--- src/rtl/mips_muldiv_pkg.sv ---
// mips_muldiv_pkg: shared MIPS definitions (ALU ops, mul/div ops, mul/div states)
package mips_muldiv_pkg;

    typedef enum logic [3:0] {
        ALU_ADD, ALU_SUB, ALU_AND, ALU_OR, ALU_XOR, ALU_NOR,
        ALU_SLT, ALU_SLTU, ALU_SLL, ALU_SRL, ALU_SRA, ALU_LUI
    } alu_op_t;

    typedef enum logic [1:0] {MD_MULT, MD_MULTU, MD_DIV, MD_DIVU} md_op_t;

    typedef enum logic [1:0] {MD_IDLE, MD_RUN, MD_FIX} md_state_t;

endpackage

--- src/rtl/mips_muldiv.sv ---
// mips_muldiv: iterative radix-2 multiply/divide unit with HI/LO registers
module mips_muldiv
    import mips_muldiv_pkg::*;
#(
    parameter int WIDTH = 32
) (
    input  logic             clk,
    input  logic             reset,
    input  logic             start,
    input  logic [1:0]       op,
    input  logic [WIDTH-1:0] a,
    input  logic [WIDTH-1:0] b,
    input  logic             hi_we,
    input  logic             lo_we,
    input  logic [WIDTH-1:0] wdata,
    output logic             busy,
    output logic             done,
    output logic             div_by_zero,
    output logic [WIDTH-1:0] hi,
    output logic [WIDTH-1:0] lo
);
    localparam int CW = $clog2(WIDTH + 1);

    md_state_t        state;
    md_op_t           opc;
    logic [CW-1:0]    cnt;
    logic [WIDTH-1:0] acc_hi, acc_lo, opr;
    logic             sa, sb, dz;

    logic               is_div, cap_sa, cap_sb;
    logic [WIDTH-1:0]   mag_a, mag_b, q_fix, r_fix;
    logic [WIDTH:0]     add_x, add_y, sum;
    logic [2*WIDTH-1:0] prod_neg;

    assign busy = (state != MD_IDLE);

    // operand magnitudes, the shared adder/subtractor and sign correction
    always_comb begin
        is_div   = (opc == MD_DIV) || (opc == MD_DIVU);
        cap_sa   = ~op[0] & a[WIDTH-1];
        cap_sb   = ~op[0] & b[WIDTH-1];
        mag_a    = cap_sa ? -a : a;
        mag_b    = cap_sb ? -b : b;
        add_x    = is_div ? {acc_hi, acc_lo[WIDTH-1]} : {1'b0, acc_hi};
        add_y    = is_div ? ~{1'b0, opr} : (acc_lo[0] ? {1'b0, opr} : '0);
        sum      = add_x + add_y + {{WIDTH{1'b0}}, is_div};
        prod_neg = -{acc_hi, acc_lo};
        q_fix    = (sa ^ sb) ? -acc_lo : acc_lo;
        r_fix    = sa ? -acc_hi : acc_hi;
    end

    // control FSM, iteration datapath and HI/LO result registers
    always_ff @(posedge clk or posedge reset) begin
        if (reset) begin
            state       <= MD_IDLE;
            opc         <= MD_MULT;
            cnt         <= '0;
            acc_hi      <= '0;
            acc_lo      <= '0;
            opr         <= '0;
            sa          <= 1'b0;
            sb          <= 1'b0;
            dz          <= 1'b0;
            hi          <= '0;
            lo          <= '0;
            done        <= 1'b0;
            div_by_zero <= 1'b0;
        end else begin
            done        <= 1'b0;
            div_by_zero <= 1'b0;
            case (state)
                MD_IDLE: begin
                    if (hi_we) hi <= wdata;
                    if (lo_we) lo <= wdata;
                    if (start) begin
                        opc    <= md_op_t'(op);
                        sa     <= cap_sa;
                        sb     <= cap_sb;
                        opr    <= op[1] ? mag_b : mag_a;
                        acc_lo <= op[1] ? mag_a : mag_b;
                        acc_hi <= '0;
                        dz     <= op[1] && (b == '0);
                        cnt    <= CW'(WIDTH);
                        state  <= MD_RUN;
                    end
                end
                MD_RUN: begin
                    cnt <= cnt - CW'(1);
                    if (is_div) begin
                        acc_hi <= sum[WIDTH] ? add_x[WIDTH-1:0] : sum[WIDTH-1:0];
                        acc_lo <= {acc_lo[WIDTH-2:0], ~sum[WIDTH]};
                    end else begin
                        acc_hi <= sum[WIDTH:1];
                        acc_lo <= {sum[0], acc_lo[WIDTH-1:1]};
                    end
                    if (cnt == CW'(1)) state <= MD_FIX;
                end
                MD_FIX: begin
                    if (is_div) begin
                        hi <= r_fix;
                        lo <= dz ? '1 : q_fix;
                    end else begin
                        {hi, lo} <= (sa ^ sb) ? prod_neg : {acc_hi, acc_lo};
                    end
                    done        <= 1'b1;
                    div_by_zero <= dz;
                    state       <= MD_IDLE;
                end
                default: state <= MD_IDLE;
            endcase
        end
    end
endmodule

--- config.mk ---
export PLATFORM = sky130hd
export DESIGN_NAME = mips_muldiv
export DESIGN_NICKNAME = d
export VERILOG_FILES = /design/src/rtl/mips_muldiv_pkg.sv /design/src/rtl/mips_muldiv.sv
export SDC_FILE = /design/constraint.sdc
export NUM_CORES = 1
export LEC_CHECK = 0
export CAP_MARGIN = 5
export CORE_MARGIN = 10
export CORE_UTILIZATION = 60
export DETAILED_ROUTE_END_ITERATION = 16
export GPL_ROUTABILITY_DRIVEN = 0
export HOLD_SLACK_MARGIN = 0.1
export PLACE_DENSITY = 0.92
export SLEW_MARGIN = 5
export SYNTH_ARGS = -nofsm -noshare
export SYNTH_HDL_FRONTEND = slang
export SYNTH_SLANG_ARGS = --single-unit
--- constraint.sdc ---
create_clock -name clk -period 15.5 [get_ports clk]
set_clock_uncertainty 0.15 [all_clocks]
set_input_delay 4.65 -clock clk [delete_from_list [all_inputs] [get_ports clk]]
set_output_delay 4.65 -clock clk [all_outputs]
set_load 0.01 [all_outputs]
==> Yosys cells after proc, flatten, opt, wreduce, memory -nomap -nowiden <==
Index checks and enable logic that the tools add are counted.
{ "word_totals": {"ff_bits": 175, "latchBits": 0, "ramBits": 0, "rom_bits": 0, "in_bits": 103, "out_inout_bits": 67, "word_cells": 79, "n_memories": 0} }
{ "classes": {"addsub": 8, "mul": 0, "n_div": 0, "magnitude_cmp": 0, "n_eq_ne": 9, "shift": 0, "mux": 31, "n_bitwise": 6, "reduce_logical": 12} }
{ "op_table": {"columns": ["cell", "n"], "rows": [
  ["two-way mux 32 bit", 17],
  ["case mux 32 bit (2 select lines)", 4],
  ["negator 32 bit", 4],
  ["two-way mux 33 bit", 2],
  ["two-way mux 64 bit", 1],
  ["negator 64 bit", 1],
  ["adder 33 x 1 -> 33 bit", 1],
  ["adder 33 bit", 1],
  ["NOT 32 -> 33 bit", 1],
  ["logical NOT 32 bit", 1],
  ["case mux 6 bit (2 select lines)", 1],
  ["AND reduction 2 bit", 5],
  ["!= test 2 bit (second input constant)", 4],
  ["== test 2 bit (second input constant)", 3],
  ["== test 6 x 1 -> 1 bit (second input constant)", 1],
  ["two-way mux 6 bit", 1],
  ["nonzero test 2 bit", 3],
  ["subtractor 6 x 1 -> 6 bit (second input constant)", 1],
  ["two-way mux 2 bit", 2],
  ["case mux 2 bit (2 select lines)", 1],
  ["AND 1 bit", 2],
  ["== test 2 x 1 -> 1 bit (second input constant)", 1],
  ["logical NOT 2 bit", 1],
  ["two-way mux 1 bit", 2],
  ["4 further kinds", 5]
]} }

==> Depth between registers and ports, before layout <==
{ "logic_depth": {"word_depth": 8, "ltp_mapped": 19, "depth_no_buf": 16} }

==> Least setup slack after synthesis <==
OpenSTA, ideal clock, no wires.
{ "synth_timing": {"kind": "input to register", "from": "input port a[10]", "to": "register opr[29]", "arrival_ns": 6.535, "required_time_ns": 15.208, "setup_slack_ns": 8.672, "cell_stages": 7, "cell_sequence": "or4_4 or4b_4 nor2_2 nand4b_1 o31ai_1 xor2_1 o221ai_1"} }
{ "synth_between": {"elab_chain_cells": 3} }
{ "synth_rtl": {"columns": ["item", "line_no", "text"], "rows": [
  ["start: declaration", "mips_muldiv.sv:11", "input logic [WIDTH-1:0] a,"],
  ["negator 32 bit", "mips_muldiv.sv:42", "mag_a = cap_sa ? -a : a;"],
  ["two-way mux 32 bit", "mips_muldiv.sv:42", null],
  ["two-way mux 32 bit", "mips_muldiv.sv:79", "opr <= op[1] ? mag_b : mag_a;"],
  ["end signal: assignment", "mips_muldiv.sv:79", null],
  ["end: declaration", "mips_muldiv.sv:27", "logic [WIDTH-1:0] acc_hi, acc_lo, opr;"]
]} }
Every way passes these cells.
A chain may end at the register's enable or synchronous reset.

==> Worst setup path after layout <==
{ "layout_timing": {"from": "input port a[16]", "to": "register opr[23]"} }
The elaborated chain is that of the path after synthesis.

==> impl_results.md <==
- Cell internal power dissipation: 2.17 mW
- Initial antenna violation count: 0
- CTS tree: done
- Worst-path clk slew: 0.07 ns
- Kind of end point of the critical path: flop
- Most used cells in the layout excluding fill and tap cells: 191 x sky130_fd_sc_hd__o21ai_0, 184 x sky130_fd_sc_hd__nand2_1, 173 x sky130_fd_sc_hd__dfrtp_1
- First-pass GRT wire length: 72100 um
- Category of the critical setup timing path: primary input to flop
- Die outline height: 173 um
- Count of input and output buffers: 169
- Final hold vios: 0
- Number of setup buffers added after CTS: 0
- Terminating pin of the worst hold path: lo[27]$_DFFE_PP0P_
- Critical Path Source: a[16]
- Combinational fraction of design power: 66.6%
- Area added between synthesis and finish: 16.6%
- First-pass detailed-route iteration total: 6
- Total inserted antenna cells: 0
- Wirelength per Cell: 21.4 um
- Register bit total from synthesis: 174
- Number of violations reported at the end of detailed-routing iteration 0: 2381
- Overall track demand over capacity in global routing: 29.2%
- Skew-Pair Late Insertion Delay: 0.45 ns
- Leading cell type in the layout, fill and taps excluded: sky130_fd_sc_hd__o21ai_0
- Worst-path cell chain: clkdlybuf4s50_1, or4_1, nor3_1, nand3_1, o31ai_1, xnor2_1, o21ai_0, o21ai_0
- Seq/Total Area, Yosys: 31.2%
- R2r endpoint: acc_hi[9]$_DFFE_PP0P_
- Hold path startpoint: lo[27]$_DFFE_PP0P_
- Fillcell total: 1643
- Congestion Overflow GR: 0
- Horizontal die dimension: 173 um
- Full die area: 29800 um^2
- Slowest cell delay on critical path: 0.55 ns
- Site row count: 55
- Pin count of the biggest net entering global routing: 106
- Slew HR: 17.8%
- Boundary pin count: 170
- Critical path data required time: 15.63 ns
- Number of H-tree levels: 4
- Result of the run: finished clean
- EDFF count, synth: 0
- Worst Max-Slew Pin Slew: 1.23 ns
- Most frequent CP cell: sky130_fd_sc_hd__o21ai_0
- Number of max-slew violations in the final report: 0
- Antenna-violating nets left: 0
- Reg-to-reg setup timing slack: 9.76 ns
- Detail-routed via count per cell: 6.66
- Syn Inst Count: 1728
- Share of cells above drive strength 1: 7.10%
- Clock root buffer: sky130_fd_sc_hd__clkbuf_16
- Final clock period utilization by the worst path: 46.9%
- Worst setup SP type: primary input
- Post-layout min period: 7.27 ns
- Number of global-route vias before repair: 13400
- Number of DRC violations after detailed routing: 0
- Reported max-cap violation count: 0
- Most used flip-flop cell after synthesis: sky130_fd_sc_hd__dfrtp_1
- Total Neg Setup Slack: 0 ns
- Wirelength, routed: 45500 um
- Reg2reg path depth: 17
- Leakage Power: 6.69 nW
- Unrepaired setup endpoints after global routing: false
- Sink Count: 174
- CTS resizes: 0
- Part of the total power dissipated in the clock network: 9.9%
- Net switching share of the total power: 50.8%
- Hold Crit Class: flop to flop
- Switching pwr: 2.24 mW
- Synthesis Warnings: 0
- Routed via count: 14200
- Top cells by area, synth: sky130_fd_sc_hd__dfrtp_1 31%, sky130_fd_sc_hd__o21ai_0 6.8%, sky130_fd_sc_hd__xnor2_1 6.0%
- Post-Synthesis Cell Area: 14000 um^2
- Async S/R FF share, synth: 100%
- Synth area leader: sky130_fd_sc_hd__dfrtp_1
- Post-detail-place hpwl: 34200 um
- Synth cell types: 91
- Highest achievable clock rate: 0.137 GHz
- Relative contribution of sequential cells to total power: 23.5%
- CP Max Fanout: 5
- Critical Path AT: 7.41 ns
- Hold Crit Depth: 2
- Mean instance size in the synthesized netlist: 8.09 um^2
- Initial Utilization: 61.4%
- CP max stage cell: sky130_fd_sc_hd__or4_1
- Floorplan core area: 22800 um^2
- Post-synth top area share: 31.2%
- Smallest setup slack after layout: 8.23 ns
- Count of nets after finishing: 1946
- Startpoint of the most critical register-to-register path: opc[1]$_DFFE_PP0P_
- Total setup violations reported at the end of the flow: 0
- Post-Place Worst Slack: 7.82 ns
- Hold-fix buffer count after cts: 0
- P per Cell Area: 270 nW/um^2
- TritonCTS Buffers: 17
- Worst IR drop on VDD: 0.158 mV
- Synthesized Nets: 1871
- Maximum number of buffers from clock root to sink: 2
logic make-up after synthesis:
group | Yosys count | synth area share, %
DFF | 174 | 31.2
adders and majority gates | 40 | 3.69
and+or+nand+nor | 501 | 17.3
xor gates and xnor gates | 153 | 9.86
muxes | 95 | 7.06
buffers and inverters | 168 | 4.77
AOI/OAI and AO/OA | 597 | 26.2
state kept, by name, summed over array words and instances, names as in the netlist:
register	flops
opc	1
done	1
dz	1
acc_hi	32
div_by_zero	1
sa	1
lo	32
opr	32
acc_lo	32
cnt	6
state	2
sb	1
hi	32
power groups by stage:
stage          Combinational (mW)  Clock [mW]  Sequential, mW
2_1_floorplan                2.16           0           0.874
3_3_place_gp                 2.71           0            1.00
3_5_place_dp                 2.83           0            1.02
4_1_cts                      2.86       0.434            1.01
5_1_grt                      3.18       0.452            1.06
6_report                     2.93       0.436            1.04
metrics by stage:
stage / total power [mW] / cell area (um^2) / cells / util, % / hold WS, ns
2_1_floorplan: 3.03 / 14000 / 1728 / - / 0.296
3_3_place_gp: 3.71 / 15700 / 2097 / 68.9 / 0.310
6_report: 4.41 / 16300 / 2129 / 71.5 / 0.330
4_1_cts: 4.30 / 16300 / 2129 / 71.5 / 0.335
3_5_place_dp: 3.85 / 15700 / 2097 / 68.9 / 0.320
5_1_grt: 4.68 / 16300 / 2129 / 71.5 / 0.356
final cells by class:
cell class              count  area, um^2  share of cell area [%]
clock buffers              18         439                    2.70
clock inverters            14         156                   0.960
inverters                  38         148                   0.906
multi-input cells        1386        8980                    55.1
flip-flops and latches    174        4360                    26.7
well taps                 313         392                    2.40
repair buffers            186        1810                    11.1
layer usage:
| layer | GRT usage [%] | routed length (um) | up-vias |
|---|---|---|---|
| li1 | - | - | 6404 |
| met1 | 38.3 | 18100 | 6599 |
| met2 | 45.1 | 19900 | 1004 |
| met3 | 6.67 | 5340 | 173 |
| met4 | 13.4 | 2200 | 0 |
| met5 | 0 | 0 | - |
worst max-delay path, delay by kind of cell:
family / cells / cell delay [ns]
simple gates: 3 / 1.39
compound gates: 3 / 0.74
buf+inv: 1 / 0.50
xor+xnor: 1 / 0.13
how the worst max path moves through the flow:
stage                                   to  cells after the start  slack, ns
global route           opr[23]$_DFFE_PP0P_                      8       8.03
floorplan            acc_hi[0]$_DFFE_PP0P_                      1       5.98
CTS                    opr[23]$_DFFE_PP0P_                      8       8.27
detailed placement     opr[23]$_DFFE_PP0P_                      8       7.82
finish                 opr[23]$_DFFE_PP0P_                      8       8.23
global placement    acc_lo[24]$_DFFE_PP0P_                      9       7.88
synthesized netlist by cell type (11+ instances only):
| cell | count |
|---|---|
| sky130_fd_sc_hd__a21o_1 | 18 |
| sky130_fd_sc_hd__or3_1 | 18 |
| sky130_fd_sc_hd__o211ai_1 | 16 |
| sky130_fd_sc_hd__a31oi_1 | 15 |
| sky130_fd_sc_hd__a211oi_1 | 24 |
| sky130_fd_sc_hd__nor2_1 | 134 |
| sky130_fd_sc_hd__ha_1 | 38 |
| sky130_fd_sc_hd__nand2_1 | 185 |
| sky130_fd_sc_hd__xnor2_1 | 95 |
| sky130_fd_sc_hd__dfrtp_1 | 174 |
| sky130_fd_sc_hd__or4_1 | 12 |
| sky130_fd_sc_hd__nor2b_1 | 11 |
| sky130_fd_sc_hd__o21ai_0 | 191 |
| sky130_fd_sc_hd__mux2i_1 | 66 |
| sky130_fd_sc_hd__nor3_1 | 36 |
| sky130_fd_sc_hd__a21oi_1 | 158 |
| sky130_fd_sc_hd__mux2_2 | 29 |
| sky130_fd_sc_hd__o22ai_1 | 38 |
| sky130_fd_sc_hd__clkbuf_1 | 105 |
| sky130_fd_sc_hd__buf_1 | 16 |
| sky130_fd_sc_hd__a22oi_1 | 32 |
| sky130_fd_sc_hd__o21ai_1 | 22 |
| sky130_fd_sc_hd__xor2_1 | 56 |
| sky130_fd_sc_hd__inv_1 | 38 |
| sky130_fd_sc_hd__o31ai_1 | 13 |
| sky130_fd_sc_hd__nand3_1 | 22 |
Note: power is estimated with default switching activity, not from simulation.
